==> src/rtl/tetris_pkg.sv <==
// Shared timing defaults and DAS state encoding for the tetris input front end.
package tetris_pkg;

  localparam int CLK_HZ        = 50000000;
  localparam int DEBOUNCE_MS   = 20;
  localparam int DAS_DELAY_MS  = 250;
  localparam int DAS_RATE_MS   = 50;
  localparam int CYCLES_PER_MS = CLK_HZ / 1000;

  typedef enum logic [1:0] {
    IDLE   = 2'd0,
    DELAY  = 2'd1,
    REPEAT = 2'd2
  } das_state_t;

endpackage

==> src/rtl/debounce_channel.sv <==
// One key channel: 2-flop synchronizer, stable-count debouncer and press one-shot.
// With INPUT_AUTO_REPEAT_EN defined, channels with REPEAT_ALLOW != 0 also get the DAS repeat FSM.
module debounce_channel
  import tetris_pkg::*;
#(
  parameter int DEBOUNCE_CYCLES = 4,
  parameter int DAS_DELAY       = 8,
  parameter int DAS_RATE        = 3,
  parameter int REPEAT_ALLOW    = 0
) (
  input  logic i_clk,
  input  logic i_rst_n,
  input  logic i_key_n,
  output logic o_pulse
);

  localparam int               DB_CW   = $clog2(DEBOUNCE_CYCLES + 1);
  localparam logic [DB_CW-1:0] DB_LAST = DB_CW'(DEBOUNCE_CYCLES - 1);

  logic             r_sync_p0;
  logic             r_sync_p1;
  logic             r_db;
  logic [DB_CW-1:0] r_db_cnt;
  logic             r_pulse;
  logic             w_pressed;
  logic             w_accept;
  logic             w_db_nxt;
  logic             w_press;
  logic             w_rep;

  // Stage p0/p1: metastability synchronizer, idles at released (1)
  always_ff @(posedge i_clk) begin
    if (!i_rst_n) begin
      r_sync_p0 <= 1'b1;
      r_sync_p1 <= 1'b1;
    end else begin
      r_sync_p0 <= i_key_n;
      r_sync_p1 <= r_sync_p0;
    end
  end

  assign w_pressed = ~r_sync_p1;
  assign w_accept  = (w_pressed != r_db) && (r_db_cnt == DB_LAST);
  assign w_db_nxt  = w_accept ? w_pressed : r_db;
  assign w_press   = w_accept & w_pressed;

  // Debouncer: any sample that agrees with the accepted level restarts the count
  always_ff @(posedge i_clk) begin
    if (!i_rst_n) begin
      r_db     <= 1'b0;
      r_db_cnt <= '0;
    end else begin
      r_db <= w_db_nxt;
      if ((w_pressed == r_db) || w_accept) begin
        r_db_cnt <= '0;
      end else begin
        r_db_cnt <= r_db_cnt + DB_CW'(1);
      end
    end
  end

`ifdef INPUT_AUTO_REPEAT_EN
  localparam int                DAS_MAX   = (DAS_DELAY > DAS_RATE) ? DAS_DELAY : DAS_RATE;
  localparam int                DAS_CW    = $clog2(DAS_MAX + 1);
  localparam logic [DAS_CW-1:0] DLY_LAST  = DAS_CW'(DAS_DELAY - 1);
  localparam logic [DAS_CW-1:0] RATE_LAST = DAS_CW'(DAS_RATE - 1);

  das_state_t        r_state;
  das_state_t        w_state_nxt;
  logic [DAS_CW-1:0] r_das_cnt;
  logic [DAS_CW-1:0] w_das_cnt_nxt;

  always_ff @(posedge i_clk) begin
    if (!i_rst_n) begin
      r_state   <= IDLE;
      r_das_cnt <= '0;
    end else begin
      r_state   <= w_state_nxt;
      r_das_cnt <= w_das_cnt_nxt;
    end
  end

  // Release is judged on the next debounced level so the FSM leaves in the same edge
  always_comb begin
    w_state_nxt   = r_state;
    w_das_cnt_nxt = r_das_cnt;
    w_rep         = 1'b0;
    case (r_state)
      IDLE: begin
        if (w_press && (REPEAT_ALLOW != 0)) begin
          w_state_nxt   = DELAY;
          w_das_cnt_nxt = '0;
        end
      end
      DELAY: begin
        if (!w_db_nxt) begin
          w_state_nxt   = IDLE;
          w_das_cnt_nxt = '0;
        end else if (r_das_cnt == DLY_LAST) begin
          w_rep         = 1'b1;
          w_state_nxt   = REPEAT;
          w_das_cnt_nxt = '0;
        end else begin
          w_das_cnt_nxt = r_das_cnt + DAS_CW'(1);
        end
      end
      REPEAT: begin
        if (!w_db_nxt) begin
          w_state_nxt   = IDLE;
          w_das_cnt_nxt = '0;
        end else if (r_das_cnt == RATE_LAST) begin
          w_rep         = 1'b1;
          w_das_cnt_nxt = '0;
        end else begin
          w_das_cnt_nxt = r_das_cnt + DAS_CW'(1);
        end
      end
      default: begin
        w_state_nxt   = IDLE;
        w_das_cnt_nxt = '0;
      end
    endcase
  end
`else
  logic w_unused_cfg;

  assign w_rep        = 1'b0;
  assign w_unused_cfg = (DAS_DELAY != 0) ^ (DAS_RATE != 0) ^ (REPEAT_ALLOW != 0);
`endif

  // Stage p2: registered output pulse
  always_ff @(posedge i_clk) begin
    if (!i_rst_n) begin
      r_pulse <= 1'b0;
    end else begin
      r_pulse <= w_press | w_rep;
    end
  end

  assign o_pulse = r_pulse;

endmodule

==> src/rtl/input_conditioner.sv <==
// Front end for gamelogic: turns raw active-low buttons into one-cycle move/rotate pulses.
// Optional macro INPUT_AUTO_REPEAT_EN adds DAS auto-repeat on left and right.
module input_conditioner
  import tetris_pkg::*;
#(
  parameter int DEBOUNCE_CYCLES = CYCLES_PER_MS * DEBOUNCE_MS,
  parameter int DAS_DELAY       = CYCLES_PER_MS * DAS_DELAY_MS,
  parameter int DAS_RATE        = CYCLES_PER_MS * DAS_RATE_MS
) (
  input  logic CLOCK_50,
  input  logic resetn,
  input  logic key_left_n,
  input  logic key_right_n,
  input  logic key_rot_n,
  output logic left_final,
  output logic right_final,
  output logic rot_final
);

  debounce_channel #(
    .DEBOUNCE_CYCLES(DEBOUNCE_CYCLES),
    .DAS_DELAY      (DAS_DELAY),
    .DAS_RATE       (DAS_RATE),
    .REPEAT_ALLOW   (1)
  ) u_left (
    .i_clk  (CLOCK_50),
    .i_rst_n(resetn),
    .i_key_n(key_left_n),
    .o_pulse(left_final)
  );

  debounce_channel #(
    .DEBOUNCE_CYCLES(DEBOUNCE_CYCLES),
    .DAS_DELAY      (DAS_DELAY),
    .DAS_RATE       (DAS_RATE),
    .REPEAT_ALLOW   (1)
  ) u_right (
    .i_clk  (CLOCK_50),
    .i_rst_n(resetn),
    .i_key_n(key_right_n),
    .o_pulse(right_final)
  );

  // Rotate never auto-repeats
  debounce_channel #(
    .DEBOUNCE_CYCLES(DEBOUNCE_CYCLES),
    .DAS_DELAY      (DAS_DELAY),
    .DAS_RATE       (DAS_RATE),
    .REPEAT_ALLOW   (0)
  ) u_rot (
    .i_clk  (CLOCK_50),
    .i_rst_n(resetn),
    .i_key_n(key_rot_n),
    .o_pulse(rot_final)
  );

endmodule

==> config.mk <==
export PLATFORM = sky130hd
export DESIGN_NAME = input_conditioner
export DESIGN_NICKNAME = d
export VERILOG_FILES = /design/src/rtl/tetris_pkg.sv /design/src/rtl/debounce_channel.sv /design/src/rtl/input_conditioner.sv
export SDC_FILE = /design/constraint.sdc
export NUM_CORES = 1
export LEC_CHECK = 0
export ABC_CLOCK_PERIOD_IN_PS = 2720
export CAP_MARGIN = 10
export CORE_MARGIN = 5
export CORE_UTILIZATION = 61
export DETAILED_ROUTE_END_ITERATION = 8
export HOLD_SLACK_MARGIN = 0.1
export PLACE_DENSITY = 0.79
export SYNTH_ARGS = -nofsm -noshare
export SYNTH_HDL_FRONTEND = slang
export SYNTH_SLANG_ARGS = --single-unit
==> constraint.sdc <==
create_clock -name CLOCK_50 -period 2.72 [get_ports CLOCK_50]
set_input_delay 0.272 -clock CLOCK_50 [delete_from_list [all_inputs] [get_ports CLOCK_50]]
set_output_delay 0.272 -clock CLOCK_50 [all_outputs]
set_load 0.02 [all_outputs]
==> out/qor.csv <==
metric,value,unit
ios,8,
routed_wl,5647,um
yosysTopAreaCellShare,0.4632,
floorplan.initialDensity,0.6171,
status,finished clean,
grt-ovfl-total,0,
core_area,5042,sq um
hold_viol_final,0,
area_growth,12.99,%
rows,26,
cp.required,2.93,ns
peakVddDrop,0.0006053,V
drtAntennaViolNets,0,
wire_per_inst,12.89,um
slew_violations,0,
diodes,0,
grt_pass1_vias,2488,
synth-seq-cells,72,
ctsHoldBuffers,0,
yosysTopAreaCell,dfxtp_1,
cts_made_buffers,9,
finClkSkew,0.006921,ns
syn_inst,349,
yosysWarningCount,0,
drv_cap,0,
via_count,2475,
cts_tree,done,
grtUsageTotal,0.2052,
grt_pass1_wl,10610,um
met1_usage,0.2431,
synthArstFlopShare,0,
synth.most_common_cell,dfxtp_1,
total_power,2131,uW
synth_area_leaders,"dfxtp_1 46%, xnor2_1 8.7%, nor2_1 6.4%",
fmax,0.4637,GHz
grt_max_degree,21,
insertion_delay,0.34,ns
critPathMaxFanout,19,
drc,0,
end_kind,register,
drt_iter0_drc,170,
htreeDepth,3,
synth_edf_count,0,
cp.depth,5,
clockBufferDepth,2,
die-area,6629,sq um
antenna_found_initial,0,
die_h,81.42,um
ys_seq_area_frac,0.4632,
fin_tns_setup,0,ns
viasPerCell,5.651,
clock-root-buffer,clkbuf_8,
die_x,81.42,um
critPathKind,register to register,
holdPathStages,1,
ys_types,34,
worstHoldPathType,register to register,
post_cts_resized,0,
critPathTopFamily,simple AND/OR/NAND/NOR gates,
met3_usage,0.07895,
p_leak,0.001061,uW
crit_arrival,2.37,ns
gp_congestion,0.7987,
grt-busiest-layer,met2,
startpoint_type,register,
synth_common_cells,"72 x dfxtp_1, 53 x nor2_1, 31 x xnor2_1",
cts.clk_slew.worst_paths,0.07,ns
ff2ff_path_depth,5,
cts_setup_buffers,0,
crit_buf_inv,0,
worstPathCellList,"ha_1, nand3_1, or4_4, o211ai_4, nor2_1",
slew_headroom,0.5788,
syn_area_per_cell,8.916,sq um
rsz0062_at_grt,false,
gr-usage-met2,0.3428,
drt_pass1_iterations,5,
worstMarginPinSlew,0.6260,ns
power.density,606.1,nW/um^2
port_buffers,7,
syn-num-nets,357,
fin_crit,2.157,ns
critPathSlowestCell,or4_4,
drive_above_1_share,0.08424,
synth_ff_type,dfxtp_1,
period_share,0.7929,
setup_viol,0,
cts.sinks,72,
syn_area,3112,sq um
dp_hpwl,3782,um
critPathMaxStageDelay,0.64,ns
layout.nets,371,
-- per-layer routing --
| metal | routed length, um | share of wire | vias to the layer above |
|---|---|---|---|
| li1 | - | - | 1265 |
| met1 | 2528 | 0.45 | 1152 |
| met2 | 2801 | 0.50 | 52 |
| met3 | 274 | 0.049 | 6 |
| met4 | 43 | 0.0076 | 0 |
| met5 | 0 | 0 | - |
-- power breakdown --
part,internal (uW),total (uW),switching (uW)
Sequential,1060,1060,3.37
Clock,657,1040,385
Combinational,12.3,26.5,14.2
Total,1730,2130,402
-- cells in the final DEF (no fill, tap or decap) --
cell             netlist  routed
and3_1                 6       6
nor3b_1                2       2
nand2b_1               6       6
buf_4                  1       3
bufinv_16              0       3
xnor2_1               31      31
or4_4                  3       3
o211ai_4               1       1
o21ai_0               10      10
xor2_1                 8       8
clkdlybuf4s50_1        0       7
nor2_1                53      53
nand4b_1               3       3
nand4_4                2       2
nor3_1                 9       9
o21bai_1               1       1
o31ai_1                5       5
o311a_1                1       1
clkbuf_8               0      11
and4_1                 2       2
or3_1                 11      11
or3b_2                 1       1
nand2_1               23      23
o221a_2                2       2
ha_1                   3       3
nor4b_1                6       6
clkinv_2               0       1
inv_1                 13      13
nand3_1               20      20
or2_2                  1       1
nand4_1               10      10
or4_1                  6       6
a21oi_1               18      18
clkinvlp_4             0       1
a31o_2                 2       2
nor4_1                 9       9
dfxtp_1               72      72
o211ai_1               2       2
-- worst paths after layout --
path | startpoint | endpoint | slack, ns
hold reg to reg | u_right.r_sync_p0 | u_right.r_sync_p1 | 0.41
setup reg to reg | u_left.r_db_cnt[0] | u_left.r_db_cnt[8] | 0.56
setup / recovery | u_left.r_db_cnt[0] | u_left.r_db_cnt[8] | 0.56
hold / removal | u_right.r_sync_p0 | u_right.r_sync_p1 | 0.41
-- stage by stage --
stage	cell area, sq um	hold slack, ns	utilization	setup slack [ns]	cells
floorplan	3112	0.3450	-	0.7880	349
global placement	3262	0.3894	0.6469	0.6517	422
detailed placement	3262	0.3951	0.6469	0.5652	422
CTS	3516	0.4122	0.6973	0.5512	438
global route	3516	0.4313	0.6973	0.3686	438
finish	3516	0.4114	0.6973	0.5633	438
-- area by class of cell --
| cell class | instances | area [sq um] |
|---|---|---|
| multi-input combinational | 257 | 1592 |
| fill | 405 | 1526 |
| sequential | 72 | 1441 |
| clock buffer | 11 | 151.4 |
| clock inverter | 5 | 102.6 |
| timing repair buffer | 10 | 92.59 |
| tap | 70 | 87.58 |
| inverter | 13 | 48.80 |
-- flip-flops by register name (all words and copies together), names as in the netlist --
| register | count |
|---|---|
| u_right.r_db_cnt | 20 |
| u_left.r_sync_p0 | 1 |
| u_left.r_sync_p1 | 1 |
| u_rot.r_sync_p0 | 1 |
| u_left.r_db_cnt | 20 |
| u_rot.r_sync_p1 | 1 |
| u_right.r_db | 1 |
| u_right.o_pulse | 1 |
| u_rot.o_pulse | 1 |
| u_left.r_db | 1 |
| u_rot.r_db | 1 |
| u_right.r_sync_p0 | 1 |
| u_left.o_pulse | 1 |
| u_rot.r_db_cnt | 20 |
| u_right.r_sync_p1 | 1 |
-- kinds of logic after synthesis --
kind of cell	share of synthesized area
flip-flops	0.4632
buffers and inverters	0.02533
XOR/XNOR	0.1098
AO/OA/AOI/OAI	0.08726
adder cells (fa/ha/maj)	0.01206
AND/OR/NAND/NOR	0.3024
Note: power is estimated with default switching activity, not from simulation.
